`config.mk`:
```
export PLATFORM = sky130hd
export DESIGN_NAME = clock_gate_sequencer
export DESIGN_NICKNAME = d
export VERILOG_FILES = /design/src/rtl/clock_gate_sequencer_pkg.sv /design/src/rtl/clock_gate_sequencer_timer.sv /design/src/rtl/clock_gate_sequencer.sv
export SDC_FILE = /design/constraint.sdc
export NUM_CORES = 1
export LEC_CHECK = 0
export CAP_MARGIN = 25
export CORE_AREA = 3 3 43 45
export DETAILED_ROUTE_END_ITERATION = 8
export DIE_AREA = 0 0 46 48
export HOLD_SLACK_MARGIN = 0.15
export PLACE_DENSITY = 0.68
export SYNTH_ARGS = -nofsm -noshare
export SYNTH_HDL_FRONTEND = slang
export SYNTH_HIERARCHICAL = 1
export SYNTH_SLANG_ARGS = --single-unit
```
`constraint.sdc`:
```
create_clock -name clk -period 2.7 [get_ports clk]
set_input_delay 0.81 -clock clk [delete_from_list [all_inputs] [get_ports clk]]
set_output_delay 0.81 -clock clk [all_outputs]
set_load 0.1 [all_outputs]
```
`src/rtl/clock_gate_sequencer_pkg.sv`:
```
// Shared clock-control definitions: sequencer state encodings, default
// wake/idle timing, and the counter-width helper used by the clock primitives.
package clock_gate_sequencer_pkg;

    typedef enum logic [1:0] {
        CGS_OFF   = 2'd0,
        CGS_WAKE  = 2'd1,
        CGS_ON    = 2'd2,
        CGS_DRAIN = 2'd3
    } cgs_state_e;

    localparam int unsigned CGS_WAKE_CYCLES_DEFAULT = 4;
    localparam int unsigned CGS_IDLE_CYCLES_DEFAULT = 16;

    // Bits needed to hold the larger of the two load values.
    function automatic int unsigned cgs_cnt_width(input int unsigned wake,
                                                  input int unsigned idle);
        int unsigned longest;
        longest = (wake > idle) ? wake : idle;
        return $clog2(longest + 1);
    endfunction

endpackage

```
`src/rtl/clock_gate_sequencer_timer.sv`:
```
// Loadable down-counter with zero flag; saturates at zero rather than wrapping.
module clock_gate_sequencer_timer #(
    parameter int unsigned WIDTH = 5
) (
    input  logic             clk,
    input  logic             rst,
    input  logic             load,
    input  logic [WIDTH-1:0] load_value,
    input  logic             dec,
    output logic             zero
);

    localparam logic [WIDTH-1:0] ONE = WIDTH'(1);

    logic [WIDTH-1:0] count;

    always_ff @(posedge clk) begin
        if (rst) begin
            count <= '0;
        end else if (load) begin
            count <= load_value;
        end else if (dec && (count != '0)) begin
            count <= count - ONE;
        end
    end

    assign zero = (count == '0);

endmodule

```
`src/rtl/clock_gate_sequencer.sv`:
```
// Clock-gate sequencer: wakes the downstream gated clock on request, grants
// requesters once it is stable, and shuts it off after an idle period.
module clock_gate_sequencer
    import clock_gate_sequencer_pkg::*;
#(
    parameter int unsigned NREQ        = 4,
    parameter int unsigned WAKE_CYCLES = CGS_WAKE_CYCLES_DEFAULT,
    parameter int unsigned IDLE_CYCLES = CGS_IDLE_CYCLES_DEFAULT,
    parameter bit          BYPASS      = 1'b0
) (
    input  logic            clk,
    input  logic            rst,
    input  logic [NREQ-1:0] req,
    input  logic            force_on,
    output logic [NREQ-1:0] ack,
    output logic            clk_en,
    output logic [1:0]      state_o
);

    localparam int unsigned      CNT_W      = cgs_cnt_width(WAKE_CYCLES, IDLE_CYCLES);
    localparam logic [CNT_W-1:0] WAKE_LOAD  = CNT_W'(WAKE_CYCLES - 1);
    localparam logic [CNT_W-1:0] IDLE_LOAD  = CNT_W'(IDLE_CYCLES - 1);

    cgs_state_e       state;
    cgs_state_e       next_state;
    logic             demand;
    logic             timer_load;
    logic [CNT_W-1:0] timer_value;
    logic             timer_dec;
    logic             timer_zero;

    assign demand = (|req) || force_on;

    clock_gate_sequencer_timer #(
        .WIDTH(CNT_W)
    ) u_timer (
        .clk       (clk),
        .rst       (rst),
        .load      (timer_load),
        .load_value(timer_value),
        .dec       (timer_dec),
        .zero      (timer_zero)
    );

    always_comb begin
        next_state  = state;
        timer_load  = 1'b0;
        timer_value = '0;
        timer_dec   = 1'b0;
        case (state)
            CGS_OFF: begin
                if (demand) begin
                    next_state  = CGS_WAKE;
                    timer_load  = 1'b1;
                    timer_value = WAKE_LOAD;
                end
            end
            CGS_WAKE: begin
                if (timer_zero) begin
                    next_state = CGS_ON;
                end else begin
                    timer_dec = 1'b1;
                end
            end
            CGS_ON: begin
                if (!demand) begin
                    next_state  = CGS_DRAIN;
                    timer_load  = 1'b1;
                    timer_value = IDLE_LOAD;
                end
            end
            CGS_DRAIN: begin
                // New demand outranks the idle timeout expiring on the same edge.
                if (demand) begin
                    next_state = CGS_ON;
                end else if (timer_zero) begin
                    next_state = CGS_OFF;
                end else begin
                    timer_dec = 1'b1;
                end
            end
            default: next_state = CGS_OFF;
        endcase
    end

    // Grants only load while ON, so a grant never outlives a running clock.
    always_ff @(posedge clk) begin
        if (rst) begin
            state  <= CGS_OFF;
            ack    <= '0;
            clk_en <= BYPASS;
        end else begin
            state  <= next_state;
            ack    <= (state == CGS_ON) ? req : '0;
            clk_en <= BYPASS || (next_state != CGS_OFF);
        end
    end

    assign state_o = state;

endmodule

```
Word-level counts from Yosys, hierarchy flattened:

Cells that the tools add are included.

* register bits after elaboration: 12
* input bits: 7
* output and inout bits: 7
* word-level logic and storage cells: 35

* add/subtract/negate cells: 1
* eq/ne operators: 3
* mux-type cells: 17
* bitwise operators: 1
* reduce and logical (&&, ||, !) cells: 9

Operators by type and width (number)
* $mux 2: 6
* $mux 5: 2
* $pmux 2 s4: 1
* $pmux 4 s2: 1
* $logic_not 5->1: 1
* $reduce_bool 5->1: 1
* $sub 5x1->5 const B: 1
* $eq 2x2->1 const B: 2
* $mux 1: 4
* $mux 4: 1
* $pmux 1 s2: 2
* $reduce_bool 2->1: 2
* $reduce_or 4->1: 1
* $eq 2x1->1 const B: 1
* $logic_not 2->1: 1
* $reduce_or 2->1: 1
* $logic_and 1x1->1: 1
* $logic_or 1x1->1: 1
* $not 1->1: 1

Longest topological paths before layout:

Gate-level depths: netlist of the first run.

* depth in word-level cells: 7
* depth in mapped cells: 9
* gate-level depth less buffers: 8

By module:

Netlist of the first run, hierarchy kept.

By module, submodules not included
* clock_gate_sequencer_timer: times used 1, cells each 37, area an instance 326.6 um2, seq. area each 100.1 um2
* clock_gate_sequencer: times used 1, cells each 32, area an instance 286.5 um2, seq. area each 140.1 um2

Worst setup path before layout of the first run:

No wires, ideal clock.

* path type: input to register
* start point: input req[1]
* end point: register u_timer.count[1]
* setup time: 0.122 ns
* arrival time: 2.442 ns
* required time: 2.578 ns
* path slack: 0.136 ns
* stages: 6
* path buffers: 1
* cells stage by stage: or3_4 or2_4 o21ai_0 clkbuf_1 nor3_1 a311o_1

* elaborated cells between the ends (all ways): 13
* those cells by class: mux (9); reduce/logical (4)

RTL lines
* start: declaration: RTL line clock_gate_sequencer.sv:13 `input logic [NREQ-1:0] req,`
* $reduce_or 4->1 (*): RTL line clock_gate_sequencer.sv:32 `assign demand = (|req) || force_on;`
* $logic_or 1x1->1 (*): RTL line clock_gate_sequencer.sv:32
* $mux 1, on equally long branches: RTL line clock_gate_sequencer.sv:66, clock_gate_sequencer.sv:52
* $pmux 1 s2 (*): RTL line clock_gate_sequencer.sv:50 `case (state)`
* named net timer_load: RTL line clock_gate_sequencer.sv:27 `logic timer_load;`
* $mux 5 or $reduce_bool 2->1 (tied branches)
* end signal: assignment: RTL line clock_gate_sequencer_timer.sv:21 `count <= load_value;`
* end signal: assignment: RTL line clock_gate_sequencer_timer.sv:23 `count <= count - ONE;`
* end: declaration: RTL line clock_gate_sequencer_timer.sv:15 `logic [WIDTH-1:0] count;`

The timed path passes the listed nets; every way through them passes the cells marked *.
A chain may end at the register's enable or synchronous reset.

Worst setup path after layout of the first run:

Ends and elaborated chain as after synthesis.

==> results of run 1 <==
[logic make-up (layout without fill, tap and decap cells)]
group                    count (synthesis)  after routing  synth area share
other                                    1              1           0.00612
AO/OA/AOI/OAI                           18             18             0.245
flip-flops                              12             12             0.392
AND/OR/NAND/NOR                         30             30             0.282
adder cells (fa/ha/maj)                  1              1            0.0204
buffers and inverters                    7             28            0.0551
[worst max-delay path, delay by kind of cell]
family | cells | cell delay, ns
and+or+nand+nor | 3 | 0.72
AOI/OAI and AO/OA | 2 | 0.50
buffers and inverters | 2 | 0.61
[placed cells by master (no fill, tap or decap), drive strengths merged]
| cell type | count |
|---|---|
| and3 | 1 |
| nor2b | 1 |
| clkdlybuf4s50 | 6 |
| inv | 5 |
| o21ai | 4 |
| or2 | 2 |
| or3 | 2 |
| nand3 | 2 |
| buf | 14 |
| ha | 1 |
| nor3 | 4 |
| and2 | 4 |
| o311a | 1 |
| and3b | 1 |
| nor2 | 8 |
| o311ai | 1 |
| a311o | 1 |
| a221oi | 1 |
| nand2 | 3 |
| conb | 1 |
| a21oi | 5 |
| dfxtp | 12 |
| nand2b | 1 |
| a2111oi | 2 |
| or4b | 1 |
| clkbuf | 3 |
| a21o | 1 |
| a311oi | 2 |
[registers in the layout, indices dropped and copies added (netlist names)]
| signal | cells |
|---|---|
| ack | 4 |
| clk_en | 1 |
| state_o | 2 |
| u_timer/count | 5 |
[metrics by stage]
step	hold slack, ns	instances	setup slack, ns
floorplan	0.475	69	0.136
global placement	0.524	103	-0.0539
detailed placement	0.532	103	-0.137
CTS	0.547	106	0.146
global route	0.585	106	0.0360
finish	0.545	106	0.218
[area by class of cell]
type                       instances  area share
inverter                           5      0.0233
clock buffer                       3      0.0280
multi-input combinational         50       0.421
tap                               16      0.0248
sequential                        12       0.298
timing repair buffer              20       0.205
[layer usage]
metal  track usage  vias to the layer above  share of wire
met3        0.0414                        4          0.037
met4         0.114                        0          0.029
li1              -                      291              -
met1         0.166                      275           0.44
met2         0.212                        8           0.49
met5             0                        -              0
[how the worst max path moves through the flow]
stage / startpoint / to / slack (ns) / depth (start not counted)
6_report: req[1] / u_timer/count[1] / 0.22 / 7
5_1_grt: req[1] / u_timer/count[2] / 0.04 / 7
4_1_cts: req[1] / u_timer/count[2] / 0.15 / 7
3_5_place_dp: req[1] / u_timer/count[2] / -0.14 / 7
3_3_place_gp: req[1] / u_timer/count[1] / -0.05 / 7
2_1_floorplan: req[1] / u_timer/count[1] / 0.14 / 6
[where the power goes]
part | internal, mW | leakage [nW] | total (mW) | switching, mW
registers | 0.222 | 0.0987 | 0.269 | 0.0468
clock network | 0.0516 | 0.0138 | 0.109 | 0.0572
logic | 0.185 | 0.213 | 0.509 | 0.324
total | 0.458 | 0.326 | 0.886 | 0.428
==> out/metrics.csv, run 1 <==
stage,metric,value,unit
synthesis,synth.most_common_cell,dfxtp_1,
power_and_ir_drop,vdd_ir_drop_max,0.000542,V
synthesis,synth_top_area_share,0.392,
global_route,grt-ovfl-total,0,
status,status,"complete, no violations",
power_and_ir_drop,power_leakage,0.326,nW
finish,diodes,0,
routing,totalWireLength,1320,microns
synthesis,ys_top_cells_by_count,"12 x dfxtp_1, 8 x nor2_1, 5 x a21oi_1, 5 x inv_1",
critical_path,cp-end-kind,flop,
synthesis,synth_edf_count,0,
finish,finalCoreUtilization,0.535,
sta,max_freq,403,MHz
floorplanning,start_util,0.407,
critical_path,cp_cell_sequence,"clkdlybuf4s50_1, or3_4, or2_4, o21ai_0, buf_4, nor3_1, a311o_1",
floorplanning,die-area,0.00221,sq mm
global_route,grt_max_degree,12,
routing,wl_per_cell,12.5,microns
synthesis,synth_seq_area_share,0.392,
placement,numPortBuffers,13,
worst_hold_path,hp-class,reg2reg,
floorplanning,ios,14,
finish,multiInputGateArea,339,sq um
sta,layout_min_cycle_time,2.48,ns
clocking,clk_path_buf_depth,2,
clocking,numCtsBuffers,3,
clocking,cts_tree,done,
job,maxCapViolCount,0,
synthesis,syn-num-nets,77,
synthesis,synth_area_leader_cell,dfxtp_1,
routing,drc,0,
floorplanning,coreArea,0.00151,sq mm
finish,drive_above_1_share,0.267,
sta,final_max_slew_viol_count,0,
sta,period_share,0.919,
clocking,clock_latency,0.27,ns
routing,drt_pass1_iterations,5,
clocking,ctsResizeCount,0,
synthesis,synthCells,69,
power_and_ir_drop,power_density,1100,mW/mm^2
critical_path,critical_path.startpoint_type,input pin,
synthesis,yosysWarnings,6,
floorplanning,rows,14,
routing,final_antenna_net_count,0,
clocking,cts_setup_buffers,0,
critical_path,rrSetupSlack,0.44,ns
routing,drt_iter0_drc,6,
sta,finClkSkew,0.00418,ns
synthesis,ys_ff_latch,12,
floorplanning,die_height,48,microns
worst_hold_path,hold_start,u_timer/count[4],
synthesis,synth_area_leaders,"dfxtp_1 39%, nor2_1 4.9%, a2111oi_4 4.5%",
clocking,htreeDepth,1,
routing,via_per_inst,5.45,
finish,regArea,240,sq um
finish,fin_area,806,sq um
critical_path,slowest_stage,clkdlybuf4s50_1,
placement,gp_congestion,0.709,
clocking,root_buffer,clkbuf_4,
placement,placed_area,783,sq um
synthesis,yosys.cell_types.count,31,
critical_path,worstPathRequired,2.86,ns
power_and_ir_drop,p_total,0.886,mW
synthesis,async_reset_ff_frac,0,
global_route,first_global_vias,527,
synthesis,syn_area_per_cell,8.89,sq um
clocking,holdBufCountCts,0,
synthesis,netlist_area,613,sq um
global_route,antenna_found_initial,0,
floorplanning,die_w,46,microns
finish,num-nets-final,100,
finish,area_growth,31.4,%
global_route,grt_pass1_wl,2170,microns
sta,fin_setup_tns,0,ns
global_route,grt_usage,0.141,
clocking,clock_sinks,12,
sta,rsz0062_at_grt,no,
critical_path,reg2reg_to,u_timer/count[3],
worst_hold_path,hold_path_depth,2,
clocking,clk_pin_slew_worst_paths,0.07,ns
worst_hold_path,whs_endpoint,u_timer/count[4],
critical_path,crit_path_max_incr_delay,0.42,ns
sta,setup_viol_count_final,0,
routing,dr_total_vias,578,
finish,fill_cells,134,
critical_path,critPathMaxFanout,9,
synthesis,synthFlopType,dfxtp_1,
critical_path,cp.arrival,2.65,ns
critical_path,crit_type,in2reg,
critical_path,r2r_start,u_timer/count[1],
placement,dpl.hpwl,1030,microns
critical_path,reg2regPathDepth,8,
sta,report.final.hold_viol_count,0,
No activity file was read; power rests on OpenSTA's default activity.
==> inputs of run 2 (changes only) <==
PLACE_DENSITY = 0.78   (was 0.68)
==> run 2 against run 1 <==
  * Clock-buffer cell count is 1 higher
  * Hold slack worse by 0.0079 ns
  * Via count is 4.8% lower
  * Clock skew is 0.00056 ns higher
  * Highest routed layer unchanged
  * Largest cell class unchanged
  * Fmax is 0.61% higher
  * Flip-flop and latch count stayed put
  * Largest power group unchanged
  * Combinational power is 2% lower
  * Setup slack better by 0.015 ns
==> out/metrics.csv, run 2 (synthesis gave the netlist of run 1 again) <==
stage,metric,value,unit
critical_path,cp_top_family,simple AND/OR/NAND/NOR gates,
job,maxCapViolCount,0,
floorplanning,die-area,0.00221,sq mm
clocking,clk_pin_slew_worst_paths,0.08,ns
power_and_ir_drop,pwr-share-clk,0.157,
clocking,clock_sinks,12,
floorplanning,die_height,48,microns
routing,drt_pass1_iterations,4,
floorplanning,coreArea,0.00151,sq mm
power_and_ir_drop,power_leakage,0.319,nW
routing,totalWireLength,1290,microns
clocking,numCtsBuffers,3,
status,status,"complete, no violations",
sta,max_freq,405,MHz
worst_hold_path,hold_path_depth,2,
critical_path,reg2regPathDepth,8,
power_and_ir_drop,p_int,0.478,mW
sta,layout_min_cycle_time,2.47,ns
finish,num-nets-final,97,
sta,final_max_slew_viol_count,0,
worst_hold_path,hp-class,reg2reg,
clocking,root_buffer,clkbuf_4,
global_route,grt_max_degree,12,
sta,setup_viol_count_final,0,
power_and_ir_drop,power_frac_comb,0.549,
routing,wl_per_cell,12.4,microns
finish,area_growth,30.0,%
routing,final_antenna_net_count,0,
sta,timing.hold.ws,0.537,ns
global_route,grt_usage,0.137,
global_route,first_global_vias,479,
sta,fin_setup_tns,0,ns
placement,numPortBuffers,13,
worst_hold_path,whs_endpoint,u_timer/count[4],
power_and_ir_drop,swShare,0.474,
critical_path,cp.arrival,2.65,ns
floorplanning,ios,14,
critical_path,worstPathRequired,2.88,ns
floorplanning,rows,14,
sta,finClkSkew,0.00474,ns
power_and_ir_drop,p_total,0.910,mW
routing,drc,0,
critical_path,critical_path.startpoint_type,input pin,
worst_hold_path,hold_start,u_timer/count[4],
power_and_ir_drop,power_density,1140,mW/mm^2
global_route,antenna_found_initial,0,
critical_path,path_buf_inv,1,
routing,via_per_inst,5.29,
clocking,cts_tree,done,
power_and_ir_drop,p_sw,0.431,mW
sta,report.final.hold_viol_count,0,
critical_path,rrSetupSlack,0.42,ns
finish,diodes,0,
finish,mostFrequentLayoutCell,dfxtp_1,
sta,rsz0062_at_grt,no,
floorplanning,die_w,46,microns
global_route,grt_pass1_wl,2080,microns
global_route,grt-ovfl-total,0,
routing,drt_iter0_drc,9,
power_and_ir_drop,vdd_ir_drop_max,0.000769,V
finish,layoutNonFillerInstCount,104,
finish,top_register,u_timer/count,
sta,period_share,0.914,
floorplanning,start_util,0.407,
clocking,htreeDepth,1,
critical_path,crit_path_max_incr_delay,0.41,ns
critical_path,cp-end-kind,flop,
clocking,clock_latency,0.27,ns
critical_path,crit_type,in2reg,
placement,place_ws,-0.120,ns
critical_path,cp_cell_sequence,"clkdlybuf4s50_1, or3_4, o21ai_1, and3b_1, nand2_1, or3_1, a221oi_1",
placement,gp_congestion,0.816,
clocking,clk_path_buf_depth,2,
finish,drive_above_1_share,0.250,
power_and_ir_drop,p_seq_frac,0.294,
routing,dr_total_vias,550,
critical_path,slowest_stage,clkdlybuf4s50_1,
finish,layout_common_cells,"12 x dfxtp_1, 11 x buf_4, 8 x nor2_1",
finish,fill_cells,141,
sta,post-route-worst-setup-slack,0.233,ns
clocking,holdBufCountCts,0,
placement,dpl.hpwl,964,microns
placement,place_inst,100,
critical_path,r2r_start,u_timer/count[1],
finish,largest_reg_flops,5,
critical_path,reg2reg_to,u_timer/count[1],
critical_path,critPathMaxFanout,5,
## run 2: routing by layer
metal  GRT usage  vias to the layer above  wire, microns
met2       0.187                       13            603
met5           0                        -              0
li1            -                      288              -
met4      0.0852                        0             19
met1       0.176                      247            617
met3      0.0564                        2             48
## run 2: how the worst max path moves through the flow
| stage | from | to | cells after the start | slack (ns) |
|---|---|---|---|---|
| floorplan | req[1] | u_timer/count[1] | 6 | 0.14 |
| detailed placement | req[1] | u_timer/count[1] | 7 | -0.12 |
| global route | req[1] | u_timer/count[2] | 7 | 0.09 |
| global placement | req[1] | u_timer/count[1] | 7 | -0.11 |
| finish | req[1] | u_timer/count[2] | 7 | 0.23 |
| CTS | req[1] | u_timer/count[3] | 7 | 0.17 |
## run 2: repair_timing
item,CTS,global route
setup buffers,0,0
gates resized for setup,0,2
endpoints found under the setup margin,0,2
## run 2: power groups by stage
stage	clock [mW]	sequential, mW	combinational, mW
floorplan	0	0.384	0.281
global route	0.161	0.274	0.547
finish	0.142	0.268	0.499
global placement	0	0.268	0.486
detailed placement	0	0.271	0.497
CTS	0.150	0.266	0.499
## run 2: stage by stage
| step | cell area (sq um) | utilization |
|---|---|---|
| after floorplan | 613 | - |
| after global placement | 761 | 0.505 |
| after detailed placement | 761 | 0.505 |
| after CTS | 797 | 0.529 |
| after global routing | 797 | 0.529 |
| final | 797 | 0.529 |
## run 2: final cells by class
cell class                      instances  area (sq um)  area share
Timing Repair Buffer                   17           143       0.179
Tap cell                               16          20.0      0.0251
Sequential cell                        12           240       0.301
Multi-Input combinational cell         50           339       0.425
Clock buffer                            4          36.3      0.0455
Inverter                                5          18.8      0.0235
## run 2: tightest hold or removal path, cell delays in order (launching register included)
cell	delay [ns]
dfxtp_1	0.33
o311ai_0	0.09
a21oi_1	0.07
==> inputs of run 3 (changes only) <==
CORE_AREA = 3 3 44 46   (was 3 3 43 45)
CTS_CLUSTER_DIAMETER = 50   (was unset)
DIE_AREA = 0 0 47 49   (was 0 0 46 48)
PLACE_DENSITY = 0.79   (was 0.78)
SYNTH_HIERARCHICAL = unset   (was 1)
==> run 3 against run 2 <==
  * Via count up 2.9%
  * Flip-flop and latch count unchanged
  * Design area grew 1.1%
==> out/metrics.csv, run 3 <==
stage,metric,value,unit
status,status,"complete, no violations",
finish,num-nets-final,96,
synthesis,yosys.cell_types.count,32,
critical_path,path_buf_inv,1,
synthesis,synth_area_leaders,"dfxtp_1 36%, nand2_1 3.9%, a21oi_1 3.7%",
clocking,cts_setup_buffers,0,
routing,drt_iter0_drc,11,
sta,post-route-worst-setup-slack,0.572,ns
clocking,holdBufCountCts,0,
floorplanning,coreArea,0.00154,sq mm
routing,dr_total_vias,566,
global_route,grt-ovfl-total,0,
critical_path,critPathMaxFanout,7,
critical_path,crit_type,in2reg,
sta,final_max_slew_viol_count,0,
floorplanning,die-area,0.00230,sq mm
critical_path,worstPathRequired,2.89,ns
synthesis,synthCells,73,
clocking,cts_tree,done,
critical_path,r2r_start,u_timer.count[0],
synthesis,syn-num-nets,82,
routing,totalWireLength,1310,microns
routing,final_antenna_net_count,0,
floorplanning,rows,14,
global_route,grt_pass1_wl,2130,microns
placement,place_ws,0.278,ns
critical_path,cp_top_family,simple AND/OR/NAND/NOR gates,
routing,wl_per_cell,12.8,microns
critical_path,cp_cell_sequence,"clkdlybuf4s50_1, or3_4, o21ai_4, a41oi_1, nor4_1",
sta,fin_setup_tns,0,ns
power_and_ir_drop,power_density,947,mW/mm^2
clocking,clk_path_buf_depth,2,
clocking,clk_pin_slew_worst_paths,0.07,ns
sta,setup_viol_count_final,0,
synthesis,ys_ff_latch,12,
synthesis,synthFlopType,dfxtp_1,
sta,layout_min_cycle_time,2.13,ns
critical_path,cp-end-kind,flop,
placement,gp_congestion,0.788,
critical_path,rrSetupSlack,0.99,ns
synthesis,synth_edf_count,0,
worst_hold_path,whs_endpoint,u_timer.count[1],
synthesis,synth_area_leader_cell,dfxtp_1,
floorplanning,ios,14,
synthesis,yosysWarnings,0,
job,maxCapViolCount,0,
worst_hold_path,hold_path_depth,2,
worst_hold_path,hold_start,u_timer.count[1],
power_and_ir_drop,vdd_ir_drop_max,0.000485,V
global_route,grt_max_degree,13,
finish,mostFrequentLayoutCell,dfxtp_1,
clocking,numCtsBuffers,3,
sta,slew_headroom,0.695,
clocking,ctsResizeCount,0,
finish,diodes,0,
global_route,first_global_vias,504,
routing,via_per_inst,5.55,
finish,fill_cells,150,
floorplanning,die_w,47,microns
global_route,antenna_found_initial,0,
synthesis,synth.most_common_cell,dfxtp_1,
placement,numPortBuffers,13,
clocking,htreeDepth,1,
synthesis,synth_top_area_share,0.360,
finish,layout_common_cells,"12 x dfxtp_1, 7 x nand2_1, 7 x buf_4",
critical_path,crit_path_max_incr_delay,0.45,ns
sta,report.final.hold_viol_count,0,
synthesis,synth_seq_area_share,0.360,
synthesis,ys_top_cells_by_count,"12 x dfxtp_1, 7 x nand2_1, 5 x a21oi_1, 5 x inv_1, 5 x nor2_1",
routing,drt_pass1_iterations,4,
critical_path,reg2regPathDepth,6,
placement,dpl.hpwl,970,microns
clocking,clock_sinks,12,
global_route,grt_usage,0.125,
synthesis,netlist_area,668,sq um
sta,finClkSkew,0.00179,ns
finish,drive_above_1_share,0.221,
floorplanning,die_height,49,microns
finish,largest_reg_flops,5,
critical_path,critical_path.startpoint_type,input pin,
critical_path,cp.arrival,2.31,ns
finish,top_register,u_timer.count,
sta,max_freq,470,MHz
worst_hold_path,hp-class,reg2reg,
critical_path,slowest_stage,or3_4,
finish,area_growth,20.6,%
clocking,root_buffer,clkbuf_4,
finish,fin_area,806,sq um
clocking,clock_latency,0.27,ns
placement,placed_area,769,sq um
synthesis,async_reset_ff_frac,0,
sta,period_share,0.788,
power_and_ir_drop,power_leakage,0.313,nW
routing,drc,0,
synthesis,syn_area_per_cell,9.15,sq um
critical_path,reg2reg_to,clk_en,
sta,rsz0062_at_grt,no,
floorplanning,start_util,0.433,
sta,tightest_slew,0.455,ns
[run 3: metal layers]
layer  vias to the layer above  share of wire  GRT usage
li1                        286              -          -
met1                       249           0.45      0.164
met2                        29           0.43      0.176
met3                         2           0.11     0.0738
met4                         0         0.0092     0.0230
met5                         -              0          0
[run 3: kinds of logic (layout without fill, tap and decap cells)]
logic type,Yosys count,after routing,share of synthesized area
and+or+nand+nor,30,30,0.281
AOI/OAI and AO/OA,19,19,0.232
DFF,12,12,0.360
buffers and inverters,9,22,0.0749
adders and majority gates,2,2,0.0374
muxes,1,1,0.0150
[run 3: through the flow]
| step | cells | total power, mW | util | hold slack, ns |
|---|---|---|---|---|
| 2_1_floorplan | 73 | 0.558 | - | 0.504 |
| 3_3_place_gp | 98 | 0.619 | 0.499 | 0.524 |
| 3_5_place_dp | 98 | 0.625 | 0.499 | 0.539 |
| 4_1_cts | 102 | 0.771 | 0.523 | 0.552 |
| 5_1_grt | 102 | 0.814 | 0.523 | 0.603 |
| 6_report | 102 | 0.763 | 0.523 | 0.552 |
[run 3: area by class of cell]
type	count	area [sq um]	share of cell area
repair buffers	13	113	0.140
clock buffers	4	36.3	0.0450
well taps	16	20.0	0.0248
multi-input cells	52	378	0.469
inverters	5	18.8	0.0233
flip-flops and latches	12	240	0.298
[run 3: worst max-delay path by stage]
stage	depth (start not counted)	slack [ns]	to	start
CTS	5	0.57	u_timer.count[4]	req[1]
finish	5	0.57	u_timer.count[4]	req[1]
global route	5	0.48	clk_en	req[1]
floorplan	5	0.67	clk_en	state_o[0]
global placement	5	0.32	clk_en	req[1]
detailed placement	5	0.28	u_timer.count[4]	req[1]
[run 3: worst reg2reg max path, stage by stage (launching register included)]
cell and delay [ns]:
dfxtp_1 0.35, inv_1 0.11, ha_1 0.15, nor4b_4 0.40, nor4b_1 0.28, a211oi_1 0.12
o21bai_1 0.18
[run 3: where the power goes]
| group | total (mW) | internal [mW] | switching (mW) |
|---|---|---|---|
| clock network | 0.142 | 0.0820 | 0.0603 |
| registers | 0.259 | 0.211 | 0.0481 |
| logic | 0.362 | 0.129 | 0.233 |
